## config.mk

```make
export PLATFORM = sky130hd
export DESIGN_NAME = conv_window_buffer
export DESIGN_NICKNAME = d
export VERILOG_FILES = /design/src/rtl/conv_pkg.sv /design/src/rtl/conv_line_buffer.sv /design/src/rtl/conv_window_buffer.sv
export SDC_FILE = /design/constraint.sdc
export NUM_CORES = 2
export LEC_CHECK = 0
export BUFFER_PORTS_ARGS = -buffer_cell sky130_fd_sc_hd__buf_2
export CORE_AREA = 2 2 378 380
export DETAILED_ROUTE_END_ITERATION = 12
export DIE_AREA = 0 0 380 382
export PLACE_DENSITY = 0.87
export SETUP_SLACK_MARGIN = 0.05
export SYNTH_ARGS = -nofsm -noshare
export SYNTH_HDL_FRONTEND = slang
export SYNTH_SLANG_ARGS = --single-unit
```

## constraint.sdc

```tcl
create_clock -name clk -period 15.7 [get_ports clk]
set_input_delay 1.57 -clock clk [delete_from_list [all_inputs] [get_ports clk]]
set_output_delay 1.57 -clock clk [all_outputs]
set_load 0.01 [all_outputs]
```

## src/rtl/conv_pkg.sv

```systemverilog
// conv_pkg: shared defaults for the convolution pipeline (window buffer and convolver_complex).
package conv_pkg;
   localparam int BW        = 16;
   localparam int FRAC_BIT  = 8;
   localparam int KERN_DIM  = 5;
   localparam int KERN_SIZE = KERN_DIM * KERN_DIM;
   localparam int WIDTH     = 28;
   localparam int HEIGHT    = 28;
endpackage

```

## src/rtl/conv_line_buffer.sv

```systemverilog
// conv_line_buffer: one image row of storage, asynchronous read-old with write-new at the same address.
module conv_line_buffer #(
   parameter int BW    = conv_pkg::BW,
   parameter int WIDTH = conv_pkg::WIDTH
)(
   input  logic                     clk,
   input  logic                     we,
   input  logic [$clog2(WIDTH)-1:0] addr,
   input  logic [BW-1:0]            din,
   output logic [BW-1:0]            dout
);
   logic [BW-1:0] mem [WIDTH];
   assign dout = mem[addr];
   always_ff @(posedge clk)
      if (we) mem[addr] <= din;
endmodule

```

## src/rtl/conv_window_buffer.sv

```systemverilog
// conv_window_buffer: turns a raster pixel stream into flat KxK windows for every fully-interior position.
module conv_window_buffer #(
   parameter int BW       = conv_pkg::BW,
   parameter int KERN_DIM = conv_pkg::KERN_DIM,
   parameter int WIDTH    = conv_pkg::WIDTH,
   parameter int HEIGHT   = conv_pkg::HEIGHT,
   localparam int KERN_SIZE = KERN_DIM * KERN_DIM
)(
   input  logic                      clk,
   input  logic                      reset,
   input  logic                      iValid,
   input  logic [BW-1:0]             iPixel,
   output logic [BW*KERN_SIZE-1:0]   oWindow,
   output logic                      oValid,
   output logic                      oFrame_done
);
   localparam int COL_BW = $clog2(WIDTH);
   localparam int ROW_BW = $clog2(HEIGHT);
   localparam logic [COL_BW-1:0] COL_LAST  = COL_BW'(WIDTH - 1);
   localparam logic [COL_BW-1:0] COL_FIRST = COL_BW'(KERN_DIM - 1);
   localparam logic [ROW_BW-1:0] ROW_LAST  = ROW_BW'(HEIGHT - 1);
   localparam logic [ROW_BW-1:0] ROW_FIRST = ROW_BW'(KERN_DIM - 1);
   if (WIDTH < KERN_DIM || HEIGHT < KERN_DIM) begin : g_bad_size
      $error("conv_window_buffer: WIDTH and HEIGHT must be at least KERN_DIM");
   end
   logic [COL_BW-1:0] col;
   logic [ROW_BW-1:0] row;
   logic [BW-1:0]     lb_out  [KERN_DIM-1];
   logic [BW-1:0]     col_new [KERN_DIM];
   logic [BW-1:0]     win     [KERN_DIM][KERN_DIM];
   logic              col_last, row_last;
   assign col_last = col == COL_LAST;
   assign row_last = row == ROW_LAST;
   assign col_new[KERN_DIM-1] = iPixel;
   // lb[k] holds the row k+1 above the current one, so it feeds window row K-2-k
   for (genvar k = 0; k < KERN_DIM - 1; k++) begin : g_lb
      if (k == 0) begin : g_head
         conv_line_buffer #(.BW(BW), .WIDTH(WIDTH)) u_lb (
            .clk(clk), .we(iValid), .addr(col), .din(iPixel), .dout(lb_out[k])
         );
      end else begin : g_tail
         conv_line_buffer #(.BW(BW), .WIDTH(WIDTH)) u_lb (
            .clk(clk), .we(iValid), .addr(col), .din(lb_out[k-1]), .dout(lb_out[k])
         );
      end
      assign col_new[KERN_DIM-2-k] = lb_out[k];
   end
   for (genvar i = 0; i < KERN_DIM; i++) begin : g_row
      for (genvar j = 0; j < KERN_DIM; j++) begin : g_col
         assign oWindow[BW*(i*KERN_DIM+j) +: BW] = win[i][j];
      end
   end
   always_ff @(posedge clk) begin
      if (reset) begin
         col         <= '0;
         row         <= '0;
         oValid      <= 1'b0;
         oFrame_done <= 1'b0;
         for (int i = 0; i < KERN_DIM; i++)
            for (int j = 0; j < KERN_DIM; j++)
               win[i][j] <= '0;
      end else begin
         oValid      <= iValid && row >= ROW_FIRST && col >= COL_FIRST;
         oFrame_done <= iValid && row_last && col_last;
         if (iValid) begin
            col <= col_last ? '0 : col + COL_BW'(1);
            if (col_last) row <= row_last ? '0 : row + ROW_BW'(1);
            for (int i = 0; i < KERN_DIM; i++) begin
               for (int j = 0; j < KERN_DIM - 1; j++)
                  win[i][j] <= win[i][j+1];
               win[i][KERN_DIM-1] <= col_new[i];
            end
         end
      end
   end
endmodule
```

==> metrics.md <==
| Metric | Value |
|---|---|
| Final hold vios | `0` |
| Htree depth | `4` |
| Share of layout cells above drive strength 1 | `23.5%` |
| Post-Syn Area | `84,200 um2` |
| Sequential Power Share | `55.1%` |
| Logic gate share of total power | `6.1%` |
| Hold buffers post-CTS | `0` |
| Max-cap violations | `0` |
| Final Non-Filler Cells | `6,797` |
| Fin crit share | `38.6%` |
| Placed cells | `6,422` |
| Final setup vio count | `0` |
| Tightest Pin Transition | `1.43 ns` |
| P_sw | `0.00275 W` |
| Post-route antenna net violation count | `0` |
| HPWL Detailed | `122,000 um` |
| Horiz. Die Dim | `380 um` |
| Synth area leader | `edfxtp_1` |
| Cell area power density | `130 nW/um2` |
| Most frequent cells in the layout | `edfxtp_1 (2,192), buf_2 (420), mux2i_1 (399), and2_1 (344), mux4_2 (265)` |
| Post-layout net count | `4,753` |
| CTS tree | `built` |
| Post-Syn Instances | `4,267` |
| Final Max Slew Viols | `0` |
| Overall Global Routing Usage | `33.8%` |
| Routed via count | `48,200` |
| Max VDD drop | `0.102 mV` |
| Distinct cells, synth | `45` |
| Die height | `382 um` |
| Max incr delay on CP | `0.98 ns` |
| GR Util met2 | `53.3%` |
| Fin crit period | `6.06 ns` |
| Setup TNS | `0 ns` |
| Worst-Skew Late Latency | `0.85 ns` |
| WL per Instance | `37.0 um` |
| Resize count post-CTS | `0` |
| Commonest non-fill, non-tap cell in the layout | `edfxtp_1` |
| Status | `finished clean` |
| CP Cell Sequence | `buf_4 > buf_4 > buf_4 > mux4_2 > mux2i_1 > o211a_1 > nor3_4` |
| FILL cells | `7,879` |
| Worst hold path endpoint | `row[4]$_SDFFE_PP0P_` |
| Routing usage on met1 | `40.2%` |
| Setup Buffers After CTS | `0` |
| Crit Path Max Fanout | `67` |
| Max Clock Freq | `165 MHz` |
| Mux share of post-synthesis cell area | `11.8%` |
| Met3 Track Usage GR | `10.8%` |
| Post-synth ARST share | `0%` |
| Hold path cells | `2` |
| Synth Area in Compound Gates | `2.97%` |
| CP Class | `register to register` |
| Largest family of logic cells by synthesized area | `multiplexers` |
| Worst hold path class | `register to register` |
| Syn nets | `4,293` |
| Number of vias per cell | `7.09` |
| Drt pass-1 iters | `9` |
| #FFs+latches synth | `2,209` |
| Core area | `141,000 um2` |
| Worst R2R Path Depth | `7` |
| Normalized max-slew margin | `4.11%` |
| Sw Share | `22.4%` |
| Post-synthesis xor/xnor area fraction | `0.0624%` |
| Synthesized-area fraction occupied by and/or/nand/nor cells | `4.96%` |
| Hold Path Origin | `row[4]$_SDFFE_PP0P_` |
| CP startpoint kind | `register` |
| Sequential share of the synthesized area | `78.6%` |
| GRT overflow | `0` |
| CP max-delay cell | `dfxtp_4` |
| First-pass GRT wire length | `345,000 um` |
| Delay-heaviest family, CP | `buffers and inverters` |
| Gpl congestion | `0.929` |
| Rows | `138` |
| Starting DRT DRC Count | `9,140` |
| Area share of the largest cell type after synthesis | `78.2%` |
| Worst Path Buf+Inv | `3` |
| Leakage Power | `31.7 nW` |
| CP required | `16.18 ns` |
| Post-Syn Area per Cell | `19.7 um2` |
| Cts bufs inserted | `193` |
| Die area | `145,000 um2` |
| Placed cell area | `88,500 um2` |
| Clk slew on worst S/H paths | `0.07 ns` |
| Crit path top cell by count | `buf_4` |
| Area share of fa/ha/maj cells after synthesis | `0.104%` |
| Post-synth EDFFs | `2,192` |
| Clock share of power | `38.7%` |
| Largest net degree at the start of global routing | `132` |
| # IOs | `421` |
| DRC viols | `0` |
| Total wire length | `252,000 um` |
| Area delta synth->final | `12.5%` |
| Root Buffer | `clkbuf_16` |
| Crit path DAT | `6.54 ns` |
| Busiest layer in global routing | `met2` |
| Int Power | `0.00956 W` |
| RSZ-0062 raised after global routing | `false` |
| Top cells by area, synth | `edfxtp_1 (78%), mux4_2 (7.1%), mux2i_1 (4.7%)` |
| CTS max path bufs | `3` |
| I/O Buffers | `420` |
| Synth Flop Type | `edfxtp_1` |
| Design Area, Final | `94,700 um2` |
| Reg2reg setup slack | `9.64 ns` |
| RR Endpoint | `g_lb[1].g_tail.u_lb.mem[17][0]$_DFFE_PP_` |
| Clock Skew | `0.0342 ns` |
| TritonCTS Sinks | `2,209` |
| Initial antenna violation count | `22` |
| Starting density of the core | `59.7%` |
| Worst Setup End Kind | `register` |
| Vias in the first global route | `48,200` |
| Synth warn | `0` |
-- flip-flops by register name, summed over array words and instances (netlist names), named ones only --
name,flops
g_lb.g_tail.u_lb.mem,1344
g_lb.g_head.u_lb.mem,448
win,400
oValid,1
row,5
col,5
oFrame_done,1
-- layer usage --
layer / vias up / share of wire, %
met5: - / 0.058
met4: 22 / 7.6
met3: 1231 / 16
met2: 5544 / 47
met1: 23400 / 29
li1: 18000 / -
-- through the flow --
| stage | hold WS (ns) | utilization (%) | power, W | setup slack, ns |
|---|---|---|---|---|
| floorplan | 0.458 | - | 0.00731 | 6.56 |
| global placement | 0.467 | 62.8 | 0.00758 | 9.92 |
| detailed placement | 0.485 | 62.8 | 0.00762 | 9.84 |
| CTS | 0.492 | 67.2 | 0.0122 | 9.62 |
| global route | 0.521 | 67.2 | 0.0125 | 9.69 |
| finish | 0.491 | 67.2 | 0.0123 | 9.64 |
-- cells in the mapped netlist, types with 2 or more instances --
cell type / instances
edfxtp_1: 2192
mux2i_1: 399
and2_1: 349
mux4_2: 265
nand2_1: 185
a22oi_1: 150
clkbuf_1: 146
nand3_1: 106
a21oi_1: 57
and3_1: 51
buf_2: 45
a31oi_1: 43
buf_4: 37
o21ai_0: 36
a31o_2: 32
nor3_1: 23
dfxtp_1: 17
o211a_1: 17
nor4_1: 16
nor2_1: 13
buf_6: 10
nor2b_1: 9
o211ai_1: 9
buf_1: 7
ha_1: 7
a221oi_1: 6
nand2b_1: 5
o31ai_1: 5
xor2_1: 5
inv_1: 4
and4_1: 3
and4b_1: 2
clkinv_1: 2
o21ai_1: 2
or2_2: 2
-- tightest hold or removal path, stage by stage, from the launching register on --
cell and delay, ns:
dfxtp_1 0.33, nand2_1 0.06, a21oi_1 0.05
-- cell type report --
type	instances	area (um2)	share of cell area [%]
well taps	1890	2360	2.50
flip-flops and latches	2209	66200	69.9
inverters	6	25.0	0.0264
clock buffers	234	5030	5.31
diodes	17	42.5	0.0449
clock inverters	124	1170	1.24
multi-input cells	1807	17100	18.1
repair buffers	510	2790	2.95
-- kinds of logic after synthesis --
| kind of cell | after synthesis |
|---|---|
| compound gates | 360 |
| xor+xnor | 6 |
| fa+ha+maj | 7 |
| buf+inv | 251 |
| flops | 2209 |
| mux | 665 |
| simple gates | 769 |
-- power groups by stage --
stage	clock, W	sequential, W	combinational (W)
floorplan	0	0.00691	0.000400
global placement	0	0.00690	0.000678
detailed placement	0	0.00691	0.000706
CTS	0.00473	0.00679	0.000729
global route	0.00493	0.00679	0.000784
finish	0.00477	0.00679	0.000757
-- how the worst max path moves through the flow --
stage                        start                                  endpoint  slack (ns)  depth (start not counted)
after floorplan             iValid   g_lb[0].g_head.u_lb.mem[7][0]$_DFFE_PP_        6.56                          3
after global placement       reset                 win[0][312]$_SDFFCE_PN0P_        9.92                          5
after detailed placement  register   g_lb[2].g_tail.u_lb.mem[7][6]$_DFFE_PP_        9.84                          7
after CTS                 register  g_lb[1].g_tail.u_lb.mem[22][0]$_DFFE_PP_        9.62                          7
after global routing      register  g_lb[2].g_tail.u_lb.mem[19][6]$_DFFE_PP_        9.69                          7
final                     register  g_lb[1].g_tail.u_lb.mem[17][0]$_DFFE_PP_        9.64                          7
Note: power is estimated with default switching activity, not from simulation.
